[config.mk]
export PLATFORM = sky130hd
export DESIGN_NAME = muldiv_unit
export DESIGN_NICKNAME = d
export VERILOG_FILES = /design/src/rtl/muldiv_unit_pkg.sv /design/src/rtl/muldiv_signfix.sv /design/src/rtl/muldiv_unit.sv
export SDC_FILE = /design/constraint.sdc
export NUM_CORES = 1
export LEC_CHECK = 0
export ABC_AREA = 1
export CAP_MARGIN = 20
export CORE_MARGIN = 2
export CORE_UTILIZATION = 30
export DETAILED_ROUTE_END_ITERATION = 8
export HOLD_SLACK_MARGIN = 0.02
export SLEW_MARGIN = 10
export SYNTH_ARGS = -nofsm -noshare
export SYNTH_HDL_FRONTEND = slang
export SYNTH_HIERARCHICAL = 1
export SYNTH_SLANG_ARGS = --single-unit
[constraint.sdc]
create_clock -name clk -period 6.7 [get_ports clk]
set_input_delay 1.34 -clock clk [delete_from_list [all_inputs] [get_ports clk]]
set_output_delay 1.34 -clock clk [all_outputs]
set_load 0.02 [all_outputs]
[src/rtl/muldiv_unit_pkg.sv]
// Shared definitions for the multiply/divide unit: funct codes, FSM states and
// the latched operation descriptor.
package muldiv_unit_pkg;

  localparam logic [5:0] F_MFHI  = 6'h10;
  localparam logic [5:0] F_MTHI  = 6'h11;
  localparam logic [5:0] F_MFLO  = 6'h12;
  localparam logic [5:0] F_MTLO  = 6'h13;
  localparam logic [5:0] F_MULT  = 6'h18;
  localparam logic [5:0] F_MULTU = 6'h19;
  localparam logic [5:0] F_DIV   = 6'h1A;
  localparam logic [5:0] F_DIVU  = 6'h1B;

  typedef enum logic [1:0] {
    MD_IDLE = 2'd0,
    MD_RUN  = 2'd1,
    MD_FIX  = 2'd2
  } md_state_e;

  // Operation captured at start: kind of op plus operand signs for the fixup.
  typedef struct packed {
    logic is_div;
    logic neg_a;
    logic neg_b;
  } md_op_t;

endpackage

[src/rtl/muldiv_signfix.sv]
// Turns a raw magnitude product or {remainder, quotient} into signed HI/LO.
module muldiv_signfix
  import muldiv_unit_pkg::*;
#(
  parameter int unsigned WIDTH = 32
) (
  input  logic [2*WIDTH-1:0] raw,
  input  md_op_t             op,
  output logic [WIDTH-1:0]   hi_c,
  output logic [WIDTH-1:0]   lo_c
);

  localparam int unsigned PW = 2 * WIDTH;

  logic [PW-1:0]    prod;
  logic [WIDTH-1:0] quo;
  logic [WIDTH-1:0] rem;

  always_comb begin
    prod = (op.neg_a ^ op.neg_b) ? PW'(-raw) : raw;
    quo  = raw[WIDTH-1:0];
    rem  = raw[PW-1:WIDTH];
    hi_c = prod[PW-1:WIDTH];
    lo_c = prod[WIDTH-1:0];
    // Quotient truncates toward zero; remainder follows the dividend's sign.
    if (op.is_div) begin
      lo_c = (op.neg_a ^ op.neg_b) ? WIDTH'(-quo) : quo;
      hi_c = op.neg_a ? WIDTH'(-rem) : rem;
    end
  end

endmodule

[src/rtl/muldiv_unit.sv]
// Iterative radix-2 multiply/divide unit owning the HI/LO registers.
module muldiv_unit
  import muldiv_unit_pkg::*;
#(
  parameter int unsigned WIDTH = 32
) (
  input  logic             clk,
  input  logic             rstb,
  input  logic             start,
  input  logic [5:0]       funct,
  input  logic [WIDTH-1:0] a,
  input  logic [WIDTH-1:0] b,
  output logic             busy,
  output logic             done,
  output logic [WIDTH-1:0] hi,
  output logic [WIDTH-1:0] lo
);

  localparam int unsigned CNT_W = $clog2(WIDTH + 1);
  localparam int unsigned PW    = 2 * WIDTH;

  md_state_e        state_q, state_d;
  logic [CNT_W-1:0] cnt_q, cnt_d;
  logic [PW-1:0]    acc_q, acc_d;
  logic [WIDTH-1:0] mcand_q, mcand_d;
  md_op_t           op_q, op_d;
  logic [WIDTH-1:0] hi_q, hi_d;
  logic [WIDTH-1:0] lo_q, lo_d;
  logic             busy_q, busy_d;
  logic             done_q, done_d;

  logic [WIDTH:0]   mul_sum;
  logic [WIDTH:0]   rem_sh;
  logic [WIDTH:0]   rem_diff;
  logic [PW-1:0]    acc_step;
  logic             sgn;
  logic             a_neg, b_neg;
  logic [WIDTH-1:0] a_mag, b_mag;
  logic [WIDTH-1:0] fix_hi_c, fix_lo_c;

  // One iteration: shift-add multiply on {upper, multiplier} or restoring
  // divide on {remainder, dividend/quotient}.
  always_comb begin
    mul_sum  = {1'b0, acc_q[PW-1:WIDTH]} + (acc_q[0] ? {1'b0, mcand_q} : '0);
    rem_sh   = {acc_q[PW-1:WIDTH], acc_q[WIDTH-1]};
    rem_diff = rem_sh - {1'b0, mcand_q};
    if (op_q.is_div) begin
      acc_step = rem_diff[WIDTH] ? {rem_sh[WIDTH-1:0], acc_q[WIDTH-2:0], 1'b0}
                                 : {rem_diff[WIDTH-1:0], acc_q[WIDTH-2:0], 1'b1};
    end else begin
      acc_step = {mul_sum, acc_q[WIDTH-1:1]};
    end
  end

  always_comb begin
    sgn   = (funct == F_MULT) || (funct == F_DIV);
    a_neg = sgn & a[WIDTH-1];
    b_neg = sgn & b[WIDTH-1];
    a_mag = a_neg ? WIDTH'(-a) : a;
    b_mag = b_neg ? WIDTH'(-b) : b;
  end

  muldiv_signfix #(.WIDTH(WIDTH)) u_signfix (
    .raw  (acc_q),
    .op   (op_q),
    .hi_c (fix_hi_c),
    .lo_c (fix_lo_c)
  );

  always_comb begin
    state_d = state_q;
    cnt_d   = cnt_q;
    acc_d   = acc_q;
    mcand_d = mcand_q;
    op_d    = op_q;
    hi_d    = hi_q;
    lo_d    = lo_q;
    done_d  = 1'b0;
    unique case (state_q)
      MD_IDLE: begin
        if (start) begin
          unique case (funct)
            F_MULT, F_MULTU, F_DIV, F_DIVU: begin
              op_d.is_div = (funct == F_DIV) || (funct == F_DIVU);
              op_d.neg_a  = a_neg;
              op_d.neg_b  = b_neg;
              acc_d       = {WIDTH'(0), a_mag};
              mcand_d     = b_mag;
              cnt_d       = CNT_W'(WIDTH - 1);
              state_d     = MD_RUN;
            end
            F_MTHI: hi_d = a;
            F_MTLO: lo_d = a;
            // Reads are served straight from hi/lo by the datapath.
            F_MFHI, F_MFLO: ;
            default: ;
          endcase
        end
      end
      MD_RUN: begin
        acc_d = acc_step;
        if (cnt_q == '0) begin
          state_d = MD_FIX;
        end else begin
          cnt_d = cnt_q - CNT_W'(1);
        end
      end
      MD_FIX: begin
        hi_d    = fix_hi_c;
        lo_d    = fix_lo_c;
        done_d  = 1'b1;
        state_d = MD_IDLE;
      end
      default: state_d = MD_IDLE;
    endcase
    busy_d = (state_d != MD_IDLE);
  end

  always_ff @(posedge clk or negedge rstb) begin
    if (!rstb) begin
      state_q <= MD_IDLE;
      cnt_q   <= '0;
      acc_q   <= '0;
      mcand_q <= '0;
      op_q    <= '0;
      hi_q    <= '0;
      lo_q    <= '0;
      busy_q  <= 1'b0;
      done_q  <= 1'b0;
    end else begin
      state_q <= state_d;
      cnt_q   <= cnt_d;
      acc_q   <= acc_d;
      mcand_q <= mcand_d;
      op_q    <= op_d;
      hi_q    <= hi_d;
      lo_q    <= lo_d;
      busy_q  <= busy_d;
      done_q  <= done_d;
    end
  end

  assign busy = busy_q;
  assign done = done_q;
  assign hi   = hi_q;
  assign lo   = lo_q;

endmodule

==> key figures, run 1 <==
Die
  • Top Ports: 139
  • Die W: 244 um
  • Core Area: 56600 um2
  • Starting Density: 30.5%
  • Area of the die: 59400 um2
  • # rows: 87
  • Die H: 244 um

Drt
  • Final wirelength: 63.5 mm
  • DR vias/cell: 4.97
  • Router iterations before antenna repair: 6
  • Detailed-route via count: 18585
  • Antenna Nets Post-Route: 0
  • # DRC: 0
  • DR WL/cell: 17.0 um
  • Initial drt markers: 1886

Setup path
  • Slowest cell delay on critical path: 530 ps
  • Startpoint Class: primary input
  • Critical path required time: 7140 ps
  • Worst Setup Path Type: primary input to flip-flop
  • Slowest cell on crit path: inv_1
  • Crit-path cells: clkdlybuf4s50_1 -> inv_1 -> nor2_2 -> nand4_1 -> nand2_1 -> nand2_1 -> inv_1 -> o21ai_0 -> a21oi_1 -> o21ai_0 -> a21oi_1
  • Crit-path max FO: 20
  • WP data arrival: 3810 ps
  • Crit end category: flip-flop

Logic synthesis
  • Gate Count Post-Synth: 2885
  • Count of cell types in the netlist: 53
  • Syn_area_per_cell: 5.98 um2
  • Synthesized Nets: 3030
  • Synth warn: 6
  • Synthesized cell area: 17200 um2
  • EDFF count, synth: 0
  • #FFs+latches synth: 173
  • FFs w/ async S/R, synth: 100%
  • Most used flip-flop cell after synthesis: dfrtp_1
  • Seq/Total Area, Yosys: 25.1%

CTS
  • CTS tree: built
  • Postcts setup bufs: 0
  • TritonCTS buffer count: 17
  • CTS sink count: 173
  • CTS clk-pin slew, worst paths: 80 ps
  • Worst skew pair latency: 510 ps
  • H-Tree Depth: 4
  • Max clock buf depth: 2
  • Post-cts resize count: 0
  • Number of hold buffers added after CTS: 0
  • Root buffer cell: clkbuf_16

Placement
  • RD Place Congestion: 0.955
  • Port bufs: 138
  • DP Wirelength: 49.3 mm

Timing
  • Setup_tns: 0 ps
  • Final setup vio count: 0
  • Slew at the pin closest to its max-slew limit: 945 ps
  • Period utilization: 50.4%
  • Hold Vio Cnt, Final: 0
  • Worst hold slack: 496 ps
  • Fmax: 0.296 GHz
  • Min Clock Period, post-route: 3380 ps
  • Rel. slew slack: 37.0%
  • Worst-case clock skew: 17.2 ps
  • Slew Limit Fails: 0
  • RSZ-0062 raised after global routing: false

Flow run
  • MaxCap Viol Count: 0

Global routing
  • Overflow after GRT: 0
  • Largest net degree at the start of global routing: 79
  • Vias in the first global route: 17529
  • Wire length of the first global-routing pass: 98.3 mm
  • Overall Global Routing Usage: 21.3%
  • Initial antenna violation count: 0

Run status
  • Status: completed

Layout
  • Most frequent cells in the layout: nand2_1, nor2_1, inv_1
  • Share of cells above drive strength 1: 4.76%
  • Area Overhead vs Synth: 15.5%
  • Most common cell after layout, fill and taps aside: nand2_1
  • Final antenna diode count: 0
  • Nets: 3117

Min path
  • Hold Crit Class: flip-flop to flip-flop

Pwr
  • Max VDD drop: 0.190 mV
  • Power per Cell Area: 113 nW/um2
  • Leak pwr: 9.96 nW
-- worst max-delay path: cells and delay by family --
family,cells,cell delay (ps)
AND/OR/NAND/NOR,4,720
AO/OA/AOI/OAI,4,680
buffers and inverters,3,1060
-- state kept, by name, summed over array words and instances, names as in the netlist --
register / flops
acc_q: 64
hi: 32
lo: 32
mcand_q: 32
cnt_q: 6
op_q: 3
state_q: 2
busy: 1
done: 1
-- power breakdown --
part | switching, mW | total (mW) | internal (mW)
combinational | 0.0843 | 0.143 | 0.0583
sequential | 0 | 1.04 | 1.04
clock | 0.508 | 1.07 | 0.566
-- routing by layer --
| metal | GRT usage [%] | up-vias | wire length, um |
|---|---|---|---|
| li1 | - | 9414 | - |
| met5 | 0 | - | 0 |
| met3 | 3.18 | 120 | 3870 |
| met1 | 27.6 | 8382 | 28200 |
| met2 | 35.5 | 669 | 29100 |
| met4 | 8.29 | 0 | 2320 |
-- cells in the mapped netlist (all sizes together) (2+ instances only) --
master | number | area, um2
buf | 37 | 244
nand4 | 33 | 206
a21o | 8 | 60.1
and2 | 6 | 46.3
nand2 | 981 | 3730
nor3 | 24 | 125
o21ai | 166 | 842
o21bai | 8 | 60.1
nor2 | 384 | 1470
xnor2 | 46 | 403
xor2 | 41 | 359
a31oi | 57 | 357
nand3b | 20 | 150
or2 | 8 | 50.1
nor4 | 4 | 40.0
a21boi | 2 | 15.0
mux2 | 32 | 360
ha | 70 | 876
a22oi | 2 | 15.0
inv | 360 | 1350
nand3 | 205 | 1040
a21oi | 149 | 772
o22ai | 4 | 25.0
dfrtp | 173 | 4330
fa | 2 | 40.0
o21a | 4 | 30.0
clkbuf | 50 | 188
o31ai | 3 | 22.5
-- layout make-up --
| class | count | area [um2] |
|---|---|---|
| multi-input combinational | 2264 | 11200 |
| clock buffer | 18 | 439 |
| tap | 756 | 946 |
| fill | 6342 | 36700 |
| clock inverter | 14 | 158 |
| inverter | 361 | 1360 |
| timing repair buffer | 155 | 1510 |
| sequential | 173 | 4330 |
-- logic make-up after synthesis --
logic type / count (synthesis) / share of synthesized area [%]
buffers and inverters: 448 / 10.4
AOI/OAI and AO/OA: 407 / 12.9
DFF: 173 / 25.1
and+or+nand+nor: 1666 / 39.8
muxes: 32 / 2.09
adders and majority gates: 72 / 5.31
xor gates and xnor gates: 87 / 4.42
-- metrics by stage --
step                total power, mW  util, %  setup slack [ps]  area [um2]  cells
detailed placement             1.21     34.1              2820       19300   3709
global route                   2.34     35.2              3100       19900   3741
finish                         2.26     35.2              3320       19900   3741
floorplan                      1.11        -              3960       17200   2885
global placement               1.21     34.1              2890       19300   3709
CTS                            2.29     35.2              3360       19900   3741
-- worst paths after layout --
check / start / endpoint / slack (ps) / cells past startpoint
setup / recovery: funct[3] / acc_q[18] / 3320 / 11
hold / removal: hi[20] / hi[20] / 500 / 1
setup reg to reg: op_q[1] / hi[12] / 3330 / 11
hold reg to reg: hi[20] / hi[20] / 500 / 1
max in group asynchronous: rstb / acc_q[58] / 4510 / 2
min in group asynchronous: rstb / acc_q[8] / 860 / 1
(Power assumes the default switching activity.)
==> inputs of run 2 (changes only) <==
==> constraint.sdc (replaced) <==
create_clock -name clk -period 3.3 [get_ports clk]
set_input_delay 0.66 -clock clk [delete_from_list [all_inputs] [get_ports clk]]
set_output_delay 0.66 -clock clk [all_outputs]
set_load 0.02 [all_outputs]
==> run 2 against run 1 <==
  * Clock power up 88%
  * Hold slack got worse by 370 ps
  * Register-to-register slack got worse by 2800 ps
  * First-iteration DRC count fell by 3.0%
  * Largest cell class unchanged
  * Final cell count is 1.1% higher
  * Count of clock-buffer cells in the layout grew 1
  * Routed wire length increased by 2.3%
  * Die area unchanged
  * Largest power group is now sequential cells
  * Clock skew increased by 3.4 ps
  * Critical endpoint is now acc_q[47]
  * Critical path depth up 7
  * Utilization is 0.62 points higher
  * Global-route usage grew 0.58 points
==> key figures, run 2 (synthesized netlist as in run 1, its figures left out) <==
Global routing
  • Overall Global Routing Usage: 21.9%
  • Overflow after GRT: 0
  • Wire length of the first global-routing pass: 100 mm
  • Initial antenna violation count: 1
  • Vias in the first global route: 17723
  • Largest net degree at the start of global routing: 69

Timing
  • RSZ-0062 raised after global routing: false
  • Rel. slew slack: 47.8%
  • Worst hold slack: 126 ps
  • Setup_tns: 0 ps
  • Slew Limit Fails: 0
  • Hold Vio Cnt, Final: 0
  • Final setup vio count: 0
  • Min Clock Period, post-route: 2790 ps
  • Fmax: 0.359 GHz
  • Slew at the pin closest to its max-slew limit: 783 ps
  • Period utilization: 84.5%
  • Worst-case clock skew: 20.6 ps

CTS
  • Max clock buf depth: 2
  • H-Tree Depth: 4
  • Postcts setup bufs: 0
  • Number of hold buffers added after CTS: 0
  • Root buffer cell: clkbuf_16
  • CTS clk-pin slew, worst paths: 70 ps
  • CTS sink count: 173
  • Post-cts resize count: 0
  • Worst skew pair latency: 520 ps
  • TritonCTS buffer count: 17
  • CTS tree: built

Layout
  • Fill count: 6358
  • Nets: 3160
  • Max FFs per register: 64
  • Sequential cell area: 4330 um2
  • Top reg by flops: acc_q
  • Share of cells above drive strength 1: 6.04%
  • Most frequent cells in the layout: nand2_1, nor2_1, inv_1
  • Area occupied by multi-input gates: 11200 um2
  • Final antenna diode count: 0
  • Most common cell after layout, fill and taps aside: nand2_1
  • Area Overhead vs Synth: 17.5%

Drt
  • DR WL/cell: 17.2 um
  • # DRC: 0
  • Detailed-route via count: 18851
  • Router iterations before antenna repair: 6
  • Initial drt markers: 1830
  • DR vias/cell: 4.98
  • Final wirelength: 65.0 mm
  • Antenna Nets Post-Route: 0

Die
  • Starting Density: 30.5%
  • # rows: 87
  • Area of the die: 59400 um2
  • Die H: 244 um
  • Core Area: 56600 um2
  • Top Ports: 139
  • Die W: 244 um

Pwr
  • Sequential share of power: 47.9%
  • Power share of the clock group: 45.4%
  • Power per Cell Area: 218 nW/um2
  • Max VDD drop: 0.355 mV
  • Pint: 3.22 mW
  • Comb pwr share: 6.7%
  • Switch Pwr: 1.20 mW
  • Leak pwr: 10.2 nW
  • Sw frac: 27.2%

Setup path
  • Crit-path max FO: 32
  • Reg2Reg Depth: 18
  • WP data arrival: 3220 ps
  • Worst Setup Path Type: flip-flop to flip-flop
  • Crit end category: flip-flop
  • Reg-to-reg setup timing slack: 510 ps
  • Startpoint Class: flip-flop
  • Critical path required time: 3740 ps

Min path
  • Hold Crit Class: primary input to asynchronous set/reset pin

Placement
  • RD Place Congestion: 0.963
  • DP Wirelength: 51.7 mm
  • Port bufs: 138

Run status
  • Status: completed

Flow run
  • MaxCap Viol Count: 0
-- run 2: changes by cell type in the layout (fill, tap and decap cells not counted), moves of 2 or more --
cell,change
clkbuf_1,+2
buf_12,+7
inv_6,+3
bufinv_16,-2
buf_4,+36
-- run 2: power groups by stage --
stage	registers [mW]	logic, mW	clock network (mW)
after floorplan	2.16	0.0928	0
after global placement	2.16	0.297	0
after detailed placement	2.16	0.297	0
after CTS	2.12	0.299	2.06
after global routing	2.12	0.329	2.12
final	2.12	0.295	2.01
-- run 2: area by class of cell --
class	instances	share of cell area [%]
clock inverters	13	0.525
multi-input cells	2264	55.1
well taps	756	4.67
repair buffers	198	9.49
inverters	361	6.69
flip-flops and latches	173	21.4
clock buffers	19	2.14
-- run 2: through the flow --
stage                     total power, mW  worst slack, ps  instances  util, %  instance area [um2]
after floorplan                      2.25              982       2885        -                17200
after global placement               2.46              504       3752     34.8                19700
after detailed placement             2.46              408       3752     34.8                19700
after CTS                            4.48              532       3784     35.8                20300
after global routing                 4.57              207       3784     35.8                20300
final                                4.42              512       3784     35.8                20300
-- run 2: critical path, stage by stage (launching register included) --
cell,delay (ps)
dfrtp_1,350
inv_1,100
ha_1,300
fa_1,420
inv_1,70
nand2_1,40
nand2_1,90
nand3_1,100
nand2_2,110
nand2_2,70
nand2_4,100
nand2_4,60
nand2_2,70
nand2_2,60
nand2_4,330
nand2_1,100
nand3_1,100
nand3_1,120
nand2_1,100
-- run 2: routing by layer --
| metal | GRT usage, % | vias up | routed length, um |
|---|---|---|---|
| met5 | 0 | - | 0 |
| met4 | 9.99 | 0 | 2610 |
| met3 | 2.57 | 121 | 4060 |
| met2 | 35.6 | 707 | 29400 |
| met1 | 29.0 | 8542 | 28900 |
| li1 | - | 9481 | - |
-- run 2: path summary, 6_finish.rpt --
path,from,to
setup / recovery,acc_q[31],acc_q[47]
hold / removal,rstb,lo[1]
setup reg to reg,acc_q[31],acc_q[47]
hold reg to reg,hi[5],hi[5]
max in group asynchronous,rstb,mcand_q[24]
min in group clk,hi[5],hi[5]
==> inputs of run 3 (changes only) <==
==> constraint.sdc (replaced) <==
create_clock -name clk -period 2.52 [get_ports clk]
set_input_delay 0.504 -clock clk [delete_from_list [all_inputs] [get_ports clk]]
set_output_delay 0.504 -clock clk [all_outputs]
set_load 0.02 [all_outputs]
==> run 3 against run 2 <==
  * Critical path depth is 2 lower
  * Hold slack gained 380 ps
  * Cell area is 13% higher
  * Sequential share of layout area is 2.4 points lower
  * Routed wire length is 3.8% higher
==> key figures, run 3 (synthesized netlist as in run 1, its figures left out) <==
Setup path
  • Slowest cell on crit path: dfrtp_2
  • Startpoint Class: flip-flop
  • Largest delay contributor family on the critical path: simple AND/OR/NAND/NOR gates
  • Reg-to-reg setup timing slack: 110 ps
  • Critical path required time: 2920 ps
  • Crit end category: flip-flop
  • Worst r2r src: acc_q[0]
  • Crit-path cells: buf_12 -> nand2_1 -> inv_1 -> ha_4 -> nand2_1 -> nor2_1 -> inv_1 -> nor2_2 -> buf_4 -> nand3_1 -> nand3_1 -> nand3_1 -> nand2_1 -> inv_1 -> nand2_1 -> nand2_1
  • Most used cell, CP: nand2_1
  • Worst Setup Path Type: flip-flop to flip-flop
  • Crit path buf inv count: 5
  • Crit-path max FO: 19
  • Slowest cell delay on critical path: 460 ps
  • WP data arrival: 2810 ps
  • RR Endpoint: acc_q[57]
  • Reg2Reg Depth: 16

Drt
  • # DRC: 0
  • Met1 WL: 30.1 mm
  • Final wirelength: 67.5 mm
  • Detailed-route via count: 19672
  • DR vias/cell: 4.92
  • Top Layer Used: met4
  • Router iterations before antenna repair: 5
  • Routed wl met3: 3.46 mm
  • Antenna Nets Post-Route: 0
  • Initial drt markers: 1410
  • DR WL/cell: 16.9 um
  • Routed wl met2: 31.6 mm

Pwr
  • Max VDD drop: 0.519 mV
  • Comb pwr share: 7.6%
  • Sw frac: 27.7%
  • Leak pwr: 11.3 nW
  • Switch Pwr: 1.65 mW
  • Power per Cell Area: 260 nW/um2
  • Power share of the clock group: 45.7%
  • Sequential share of power: 46.7%
  • Pint: 4.29 mW

Placement
  • DP Wirelength: 54.7 mm
  • Dpl ws: -257 ps
  • RD Place Congestion: 0.945
  • Port bufs: 138
  • Area post-placement: 21300 um2

Timing
  • Rel. slew slack: 53.8%
  • Worst-case clock skew: 22.9 ps
  • RSZ-0062 raised after global routing: true
  • Min Clock Period, post-route: 2410 ps
  • Final setup vio count: 0
  • Setup_tns: 0 ps
  • Slew at the pin closest to its max-slew limit: 693 ps
  • Setup ws final: 106 ps
  • Fmax: 0.414 GHz
  • Slew Limit Fails: 0
  • Period utilization: 95.8%
  • Worst hold slack: 507 ps
  • Hold Vio Cnt, Final: 0

CTS
  • Root buffer cell: clkbuf_16
  • H-Tree Depth: 4
  • CTS clk-pin slew, worst paths: 80 ps
  • Worst skew pair latency: 520 ps
  • TritonCTS buffer count: 17
  • CTS sink count: 173
  • CTS tree: built
  • Max clock buf depth: 2

Layout
  • Max FFs per register: 64
  • Share of cells above drive strength 1: 17.4%
  • Most frequent cells in the layout: nand2_1, inv_1, nor2_1
  • Top reg by flops: acc_q
  • Nets: 3375
  • Most common cell after layout, fill and taps aside: nand2_1
  • Design Area, Final: 22900 um2
  • Area Overhead vs Synth: 32.6%
  • Final antenna diode count: 0

Die
  • Core Area: 56600 um2
  • Area of the die: 59400 um2
  • Die W: 244 um
  • Starting Density: 30.5%
  • Top Ports: 139
  • Die H: 244 um
  • # rows: 87

Global routing
  • Overall Global Routing Usage: 22.6%
  • Initial antenna violation count: 0
  • Largest net degree at the start of global routing: 66
  • Vias in the first global route: 18793
  • Wire length of the first global-routing pass: 104 mm
  • Overflow after GRT: 0

Run status
  • Status: completed

Min path
  • Worst Hold Depth: 1
  • Hold_sp: hi[11]
  • Hold Crit Class: flip-flop to flip-flop
  • Hold Path Sink: hi[11]

Flow run
  • MaxCap Viol Count: 0
-- run 3: cell types whose count changed in the layout (fill, tap and decap cells not counted), moves of 10 or more --
cell     delta
nand2_1    -33
nor2_1     -24
a21oi_2    +29
ha_1       -38
nand3_1    -10
nand2_2    +33
ha_4       +33
nand3_2    +10
buf_4     +205
o21ai_0    -21
o21ai_1    +13
nor2_2     +19
a21oi_1    -31
-- run 3: metal layers --
metal,vias to the layer above,global-route usage [%]
met4,0,8.64
li1,9923,-
met3,121,2.92
met2,603,38.0
met5,-,0
met1,9025,29.2
-- run 3: what timing repair did --
action	in CTS	in global routing
setup buffers	1	7
hold endpoints to repair	45	0
hold buffers	1	0
endpoints found under the setup margin	11	50
resized for setup	4	202
pin swaps	1	18
-- run 3: worst max-delay path by stage --
| stage | from | end | slack, ps | cells past startpoint |
|---|---|---|---|---|
| after detailed placement | a[5] | acc_q[31] | -260 | 10 |
| after global routing | acc_q[0] | acc_q[60] | -50 | 17 |
| after CTS | acc_q[0] | acc_q[57] | -7 | 17 |
| final | acc_q[0] | acc_q[57] | 110 | 16 |
| after floorplan | acc_q[0] | acc_q[59] | 200 | 18 |
| after global placement | a[5] | acc_q[31] | -290 | 10 |
-- run 3: layout make-up --
class	count	area [um2]
Clock inverter	15	146
Inverter	361	1360
Sequential cell	173	4340
Timing Repair Buffer	413	3630
Tap cell	756	946
Fill cell	6146	33700
Multi-Input combinational cell	2264	12000
Clock buffer	17	425
-- run 3: power groups by stage --
stage	logic [mW]	registers, mW	clock network (mW)
floorplan	0.122	2.83	0
global placement	0.454	2.83	0
detailed placement	0.452	2.83	0
CTS	0.456	2.77	2.80
global route	0.499	2.77	2.90
finish	0.452	2.77	2.72
-- run 3: per-stage QoR --
step           std cells  util, %  power [mW]
3_5_place_dp        3958     37.7        3.28
4_1_cts             3992     38.8        6.03
2_1_floorplan       2885        -        2.95
5_1_grt             3999     40.4        6.17
6_report            3999     40.4        5.94
3_3_place_gp        3958     37.7        3.28
